[src/rtl/fetch_decode.sv]
// rtl/fetch_decode.sv - sm83 front end: PC/IR ownership, fetch address mux, opcode decode
module fetch_decode #(
  parameter logic [15:0] RESET_PC = 16'h0000
) (
  input  logic        clk,
  input  logic        rst,
  input  logic        addr_sel,
  input  logic        inc_pc,
  input  logic        mem_to_ir,
  input  logic        halt,
  input  logic        pc_load,
  input  logic [15:0] pc_load_val,
  input  logic [7:0]  mem_rdata,
  output logic [15:0] mem_addr,
  output logic        mem_rd,
  output logic [1:0]  ctl_op,
  output logic [2:0]  r8_dst,
  output logic [2:0]  r8_src,
  output logic [2:0]  alu_fn,
  output logic        cb_mode,
  output logic        illegal,
  output logic [15:0] pc,
  output logic [7:0]  ir
);

  localparam logic       ADDR_PC      = 1'b1;
  localparam logic [1:0] CTL_NOP      = 2'd0;
  localparam logic [1:0] CTL_LD_R8_D8 = 2'd1;
  localparam logic [1:0] CTL_ALU_R8   = 2'd2;
  localparam logic [1:0] CTL_HALT     = 2'd3;

  logic [15:0] pc_q;
  logic [7:0]  ir_q;
  logic        cb_q;
  logic        illegal_q;
  logic        fetch_en;
  logic        ir_load;
  logic        opcode_illegal;

  always_comb begin
    fetch_en = (addr_sel == ADDR_PC) && !halt;
    ir_load  = mem_to_ir && fetch_en;
    mem_rd   = fetch_en;
    mem_addr = fetch_en ? pc_q : 16'h0000;
  end

  // Classified on the incoming byte so the flag rises together with the IR load.
  always_comb begin
    opcode_illegal = 1'b0;
    case (mem_rdata)
      8'hD3, 8'hDB, 8'hDD, 8'hE3, 8'hE4, 8'hEB,
      8'hEC, 8'hED, 8'hF4, 8'hFC, 8'hFD: opcode_illegal = 1'b1;
      default: opcode_illegal = 1'b0;
    endcase
  end

  always_ff @(posedge clk) begin
    if (rst) begin
      pc_q      <= RESET_PC;
      ir_q      <= 8'h00;
      cb_q      <= 1'b0;
      illegal_q <= 1'b0;
    end else begin
      if (!halt) begin
        if (pc_load) begin
          pc_q <= pc_load_val;
        end else if (inc_pc && (addr_sel == ADDR_PC)) begin
          pc_q <= pc_q + 16'd1;
        end
      end
      if (ir_load) begin
        ir_q <= mem_rdata;
        cb_q <= !cb_q && (ir_q == 8'hCB);
        if (!cb_q && opcode_illegal) begin
          illegal_q <= 1'b1;
        end
      end
    end
  end

  // Prefixed bytes decode as NOP until the CB table exists.
  always_comb begin
    ctl_op = CTL_NOP;
    if (!cb_q) begin
      case (ir_q)
        8'h06, 8'h0E, 8'h16, 8'h1E, 8'h26, 8'h2E, 8'h3E: ctl_op = CTL_LD_R8_D8;
        8'h76: ctl_op = CTL_HALT;
        default: begin
          if ((ir_q[7:6] == 2'b10) && (ir_q[2:0] != 3'd6)) begin
            ctl_op = CTL_ALU_R8;
          end
        end
      endcase
    end
  end

  assign r8_dst  = ir_q[5:3];
  assign r8_src  = ir_q[2:0];
  assign alu_fn  = ir_q[5:3];
  assign cb_mode = cb_q;
  assign illegal = illegal_q;
  assign pc      = pc_q;
  assign ir      = ir_q;

endmodule

[config.mk]
export PLATFORM = sky130hd
export DESIGN_NAME = fetch_decode
export DESIGN_NICKNAME = d
export VERILOG_FILES = /design/src/rtl/fetch_decode.sv
export SDC_FILE = /design/constraint.sdc
export NUM_CORES = 1
export LEC_CHECK = 0
export CAP_MARGIN = 20
export CORE_ASPECT_RATIO = 1.4
export CORE_UTILIZATION = 37
export CTS_BUF_LIST = sky130_fd_sc_hd__clkbuf_16
export CTS_CLUSTER_SIZE = 30
export DETAILED_ROUTE_END_ITERATION = 16
export PLACE_DENSITY = 0.85
export SETUP_SLACK_MARGIN = 0.1
export SLEW_MARGIN = 30
export SYNTH_ARGS = -nofsm -noshare
export SYNTH_HDL_FRONTEND = slang
export SYNTH_SLANG_ARGS = --single-unit
[constraint.sdc]
create_clock -name clk -period 1.63 [get_ports clk]
set_input_delay 0.2445 -clock clk [delete_from_list [all_inputs] [get_ports clk]]
set_output_delay 0.2445 -clock clk [all_outputs]
set_load 0.01 [all_outputs]
==> flow_summary.yaml, run 1 <==
run_status:
  status: "finished, final reports clean"
clock_network:
  clock-sinks: 26
  cts_buffers: 3
  clk_path_buf_depth: 2
  cts-root-buf: "clkbuf_16"
  clk_latency_ps: 260
  cts_tree: "yes"
  clkTransAtPathRegs_ps: 70
  cts_htree_levels: 1
synth:
  synth-edff-count: 0
  async_flop_share_pct: 0
  yosysWarnings: 0
  ys.flop_type: "dfxtp_1"
  synth_cell_types: 40
  synth_nets: 259
  mappedNetlistArea_sq_um: 1750
  ys_seq_area_share_pct: 29.7
  ys_ff_latch: 26
  postSynthAreaPerCell_sq_um: 7.73
  netlist_instances: 227
drt:
  first_iter_violations: 93
  wl_um: 6390
  dr.pass1.iters: 4
  vias: 2189
  wl_per_cell_um: 16.1
  vias_per_cell: 5.53
  route.antenna.remaining_nets: 0
  drc: 0
placed_design:
  io_buffers: 84
  place_worst_setup_slack_ps: -463
  gp_congestion: 0.845
  dpl.hpwl_um: 4430
  dp_cells: 382
timing:
  period_needed_ps: 1520
  max_freq_mhz: 657
  worstMarginPinSlew_ps: 321
  fin_crit_sh_pct: 93.4
  rsz0062_at_grt: "true"
  slew_violations: 0
  finalSetupViolations: 0
  relSlewSlack_pct: 78.4
  clock_skew_ps: 2.64
  final_hold_viol_count: 0
  setup_slack_ps: 108
power_and_ir_drop:
  p_leak_nw: 1.53
  vdd_ir_drop_max_uv: 377
  total_power_mw: 1.84
  p_per_area_nw_per_um2: 599
global_routing:
  grt_pass1_wl_um: 9800
  antenna_found_initial: 0
  grt_max_degree: 22
  grt-ovfl-total: 0
  grtUsageTotal_pct: 25.1
  grt_pass1_vias: 2165
setup_path:
  critPathLaunchType: "flop"
  crit_required_ps: 1390
  crit_fanout: 5
  crit_path_cell_trace: "buf_4 > clkdlybuf4s50_1"
  critical_path_arrival_ps: 1280
  cp_slowest_cell: "clkdlybuf4s50_1"
  path_delay_family: "buffers and inverters"
  end_kind: "output port"
  crit_buf_inv: 2
  cpPeakStageDelay_ps: 530
  criticalPathCategory: "flop to output port"
floorplanning:
  io_pins: 85
  die_height_um: 83.5
  start_util_pct: 38.7
  core_region_area_sq_um: 4540
  rows: 29
  die_area_sq_um: 5020
  die_w_um: 60.2
layout:
  register_area_sq_um: 548
  drive_gt1_share_pct: 28.1
  fin_nets: 367
  nFillCells: 362
  multi_input_area_sq_um: 1170
  num_antenna_cells: 0
  layout_common_cells: "clkdlybuf4s50_1, buf_4, and2_1, a21oi_1, dfxtp_2"
  synthToLayoutAreaGrowth_pct: 74.6
  layout_commonest_cell: "clkdlybuf4s50_1"
  layout.cells.non_filler: 396
job:
  maxCapViolCount: 0
min_path:
  hold_class: "flop to flop"
kinds of logic after synthesis:
| kind of cell | Yosys count | share of synthesized area (%) |
|---|---|---|
| AOI/OAI and AO/OA | 50 | 17.8 |
| xor gates and xnor gates | 1 | 0.499 |
| adders and majority gates | 1 | 0.713 |
| buffers and inverters | 28 | 8.77 |
| DFF | 26 | 29.7 |
| muxes | 14 | 7.99 |
| and+or+nand+nor | 107 | 34.6 |
routing by layer:
metal	vias to the layer above	GRT usage, %	share of wire, %
met1	1031	27.0	36
li1	1042	-	-
met3	14	4.19	7.0
met4	0	10.4	2.1
met5	-	0	0
met2	102	45.7	55
final timing paths:
kind / startpoint / end / slack (ps) / depth (start not counted)
min reg2reg: illegal / illegal / 470 / 2
max reg2reg: pc[1] / pc[11] / 140 / 5
min: illegal / illegal / 470 / 2
max: ir[3] / ir[3] / 110 / 2
Yosys cell counts (all sizes together) (3+ instances only):
library cell	n	area share, %
dfxtp	26	30
a21oi	18	5.1
and2	18	6.4
buf	18	6.6
nand2	15	3.2
nor2	15	3.2
mux2i	14	8.0
nand3	11	3.1
clkbuf	8	1.7
nand4	8	2.9
nor4	7	2.5
o21ai	7	2.0
nor2b	6	2.1
a211oi	5	2.1
a21o	5	2.1
a31oi	5	1.8
nand3b	5	2.1
nor3	4	1.1
and3	3	1.1
or4	3	1.3
state kept, by name, summed over array words and instances (netlist names):
name,count
illegal,1
ir,8
cb_mode,1
pc,16
what timing repair did:
item	in CTS	in global routing
hold buffers	0	0
endpoints found under the setup margin	41	39
setup buffers	6	3
resized for setup	69	38
cloned	1	0
pin swaps	2	5
power by group:
group          switching [mW]  internal, mW  total [mW]
Clock                   0.236         0.427       0.664
Sequential             0.0477         0.670       0.718
Combinational           0.197         0.257       0.454
Total                   0.481          1.35        1.84
metrics by stage:
step | hold slack, ps | instance area (sq um) | utilization [%] | setup TNS (ps)
3_3_place_gp | 439 | 2800 | 61.7 | -7080
4_1_cts | 463 | 3000 | 66.1 | 0
6_report | 467 | 3060 | 67.5 | 0
2_1_floorplan | 388 | 1770 | - | 0
5_1_grt | 475 | 3060 | 67.5 | 0
3_5_place_dp | 453 | 2800 | 61.7 | -10260
tightest hold or removal path, delay by kind of cell (launching register included):
kind            cells  cell delay (ps)
buf+inv             1               50
flops               1              320
compound gates      1               50
cell type report:
class | count | share of cell area [%]
clock buffer | 4 | 3.27
sequential | 26 | 17.9
inverter | 2 | 0.245
timing repair buffer | 129 | 37.7
multi-input combinational | 173 | 38.4
tap | 62 | 2.53
Note: power is estimated with default switching activity, not from simulation.
==> run 2: changes to the inputs <==
--- a/config.mk
+++ b/config.mk
@@ -7,6 +7,7 @@
 export LEC_CHECK = 0
 export CAP_MARGIN = 20
 export CORE_ASPECT_RATIO = 1.4
+export CORE_MARGIN = 4
 export CORE_UTILIZATION = 37
 export CTS_BUF_LIST = sky130_fd_sc_hd__clkbuf_16
 export CTS_CLUSTER_SIZE = 30
==> run 2 against run 1 <==
Effect of this change: setup slack worse by 60 ps; register-to-register slack hardly changed; critical path depth is 2 higher; sequential power hardly changed; clock skew is 1.3 ps higher; routed wire length is 1.6% higher; global-route usage is 3.9 points lower; utilization is 0.12 points higher; total power is 0.60% lower; die area is 18% higher; fmax is 3.8% lower; final cell count is 0.25% lower; critical endpoint is now ctl_op[0]; highest routed layer unchanged.
==> flow_summary.yaml, run 2 (synthesized netlist as in run 1, its figures left out) <==
run_status:
  status: "finished, final reports clean"
layout:
  num_antenna_cells: 0
  layout.cells.non_filler: 395
  synthToLayoutAreaGrowth_pct: 76.3
  drive_gt1_share_pct: 27.0
  nFillCells: 377
  layout_common_cells: "clkdlybuf4s50_1, buf_4, and2_1, dlymetal6s2s_1, a21oi_1"
  layout_commonest_cell: "clkdlybuf4s50_1"
  fin_nets: 366
  largest_reg_flops: 16
clock_network:
  cts_tree: "yes"
  clk_path_buf_depth: 2
  cts_buffers: 3
  clock-sinks: 26
  clk_latency_ps: 270
  clkTransAtPathRegs_ps: 70
  postCtsHoldBufs: 0
  cts_htree_levels: 1
  cts-root-buf: "clkbuf_16"
placed_design:
  place_worst_setup_slack_ps: -428
  io_buffers: 84
  gp_congestion: 0.924
  dp_cells: 383
  dpl.hpwl_um: 4460
setup_path:
  crit_required_ps: 1390
  cp_slowest_cell: "dfxtp_2"
  end_kind: "output port"
  crit_buf_inv: 2
  path_delay_family: "simple AND/OR/NAND/NOR gates"
  criticalPathCategory: "flop to output port"
  critical_path_arrival_ps: 1340
  crit_fanout: 3
  cpPeakStageDelay_ps: 330
  crit_path_cell_trace: "nand3b_1 > buf_4 > nor4_1 > buf_2"
  critPathLaunchType: "flop"
timing:
  slew_violations: 0
  setup_slack_ps: 48.3
  max_freq_mhz: 632
  hold-worst-slack_ps: 472
  rsz0062_at_grt: "true"
  fin_crit_sh_pct: 97.0
  finalSetupViolations: 0
  clock_skew_ps: 3.91
  relSlewSlack_pct: 79.2
  worstMarginPinSlew_ps: 309
  final_hold_viol_count: 0
  period_needed_ps: 1580
power_and_ir_drop:
  p_leak_nw: 1.57
  total_power_mw: 1.82
  p_per_area_nw_per_um2: 590
  vdd_ir_drop_max_uv: 349
drt:
  wl_um: 6490
  dr.pass1.iters: 4
  wl_per_cell_um: 16.4
  drc: 0
  first_iter_violations: 95
  vias: 2187
  vias_per_cell: 5.54
  route.antenna.remaining_nets: 0
global_routing:
  grtUsageTotal_pct: 21.2
  grt_pass1_vias: 2091
  grt_pass1_wl_um: 9900
  antenna_found_initial: 0
  grt_max_degree: 16
  grt-ovfl-total: 0
floorplanning:
  start_util_pct: 38.4
  die_w_um: 66.2
  rows: 29
  core_region_area_sq_um: 4570
  die_area_sq_um: 5920
  die_height_um: 89.5
  io_pins: 85
job:
  maxCapViolCount: 0
min_path:
  hold_class: "flop to flop"
## run 2: cell types whose count changed in the layout (fill, tap and decap cells not counted), moves of 2 or more
cell             change
dlygate4sd2_1        -8
dlymetal6s2s_1       +4
clkdlybuf4s15_1     +10
clkbuf_2             -6
buf_4                -2
clkdlybuf4s50_1      -3
buf_2                +3
dfxtp_4              +2
dfxtp_2              -3
## run 2: metrics by stage
| step | instance area, sq um | setup TNS [ps] | util (%) |
|---|---|---|---|
| after floorplan | 1770 | 0 | - |
| after global placement | 2800 | -7210 | 61.3 |
| after detailed placement | 2800 | -9260 | 61.3 |
| after CTS | 2970 | 0 | 64.9 |
| after global routing | 3090 | 0 | 67.7 |
| final | 3090 | 0 | 67.7 |
## run 2: cell type report
class	instances	area [sq um]	share of cell area, %
Sequential cell	26	552	17.8
Clock buffer	4	100	3.24
Timing Repair Buffer	128	1190	38.3
Multi-Input combinational cell	173	1170	37.8
Tap cell	62	77.6	2.51
Inverter	2	7.51	0.243
## run 2: timing repair
item                                    in CTS  in global routing
gates resized for setup                     74                 45
pin swaps                                    2                  4
buffers inserted                             5                  2
endpoints found under the hold margin        0                  0
gates cloned                                 1                  0
endpoints found under the setup margin      36                 45
## run 2: path summary, 6_finish.rpt
kind,from,to,slack (ps),cells after the start
worst max-delay path,ir[0],ctl_op[0],50,4
worst max register to register,pc[1],pc[12],150,6
worst min-delay path,illegal,illegal,470,2
worst min register to register,illegal,illegal,470,2
## run 2: power by group
part	leakage, nW	switching (mW)	internal (mW)
sequential	0.221	0.0489	0.668
clock	0.0493	0.235	0.427
combinational	1.30	0.191	0.254
## run 2: worst register-to-register path, delay by kind of cell (launching register included)
family                   cells  cell delay, ps
adder cells (fa/ha/maj)      1             140
multiplexers                 1             230
flip-flops                   1             380
AND/OR/NAND/NOR              2             380
AO/OA/AOI/OAI                1             110
buffers and inverters        1             120
## run 2: per-layer routing
metal / track usage, % / wire (um) / vias up
met1: 23.3 / 2530 / 1018
met5: 0 / 0 / -
li1: - / - / 1037
met3: 3.52 / 361 / 21
met2: 39.3 / 3380 / 111
met4: 9.61 / 219 / 0
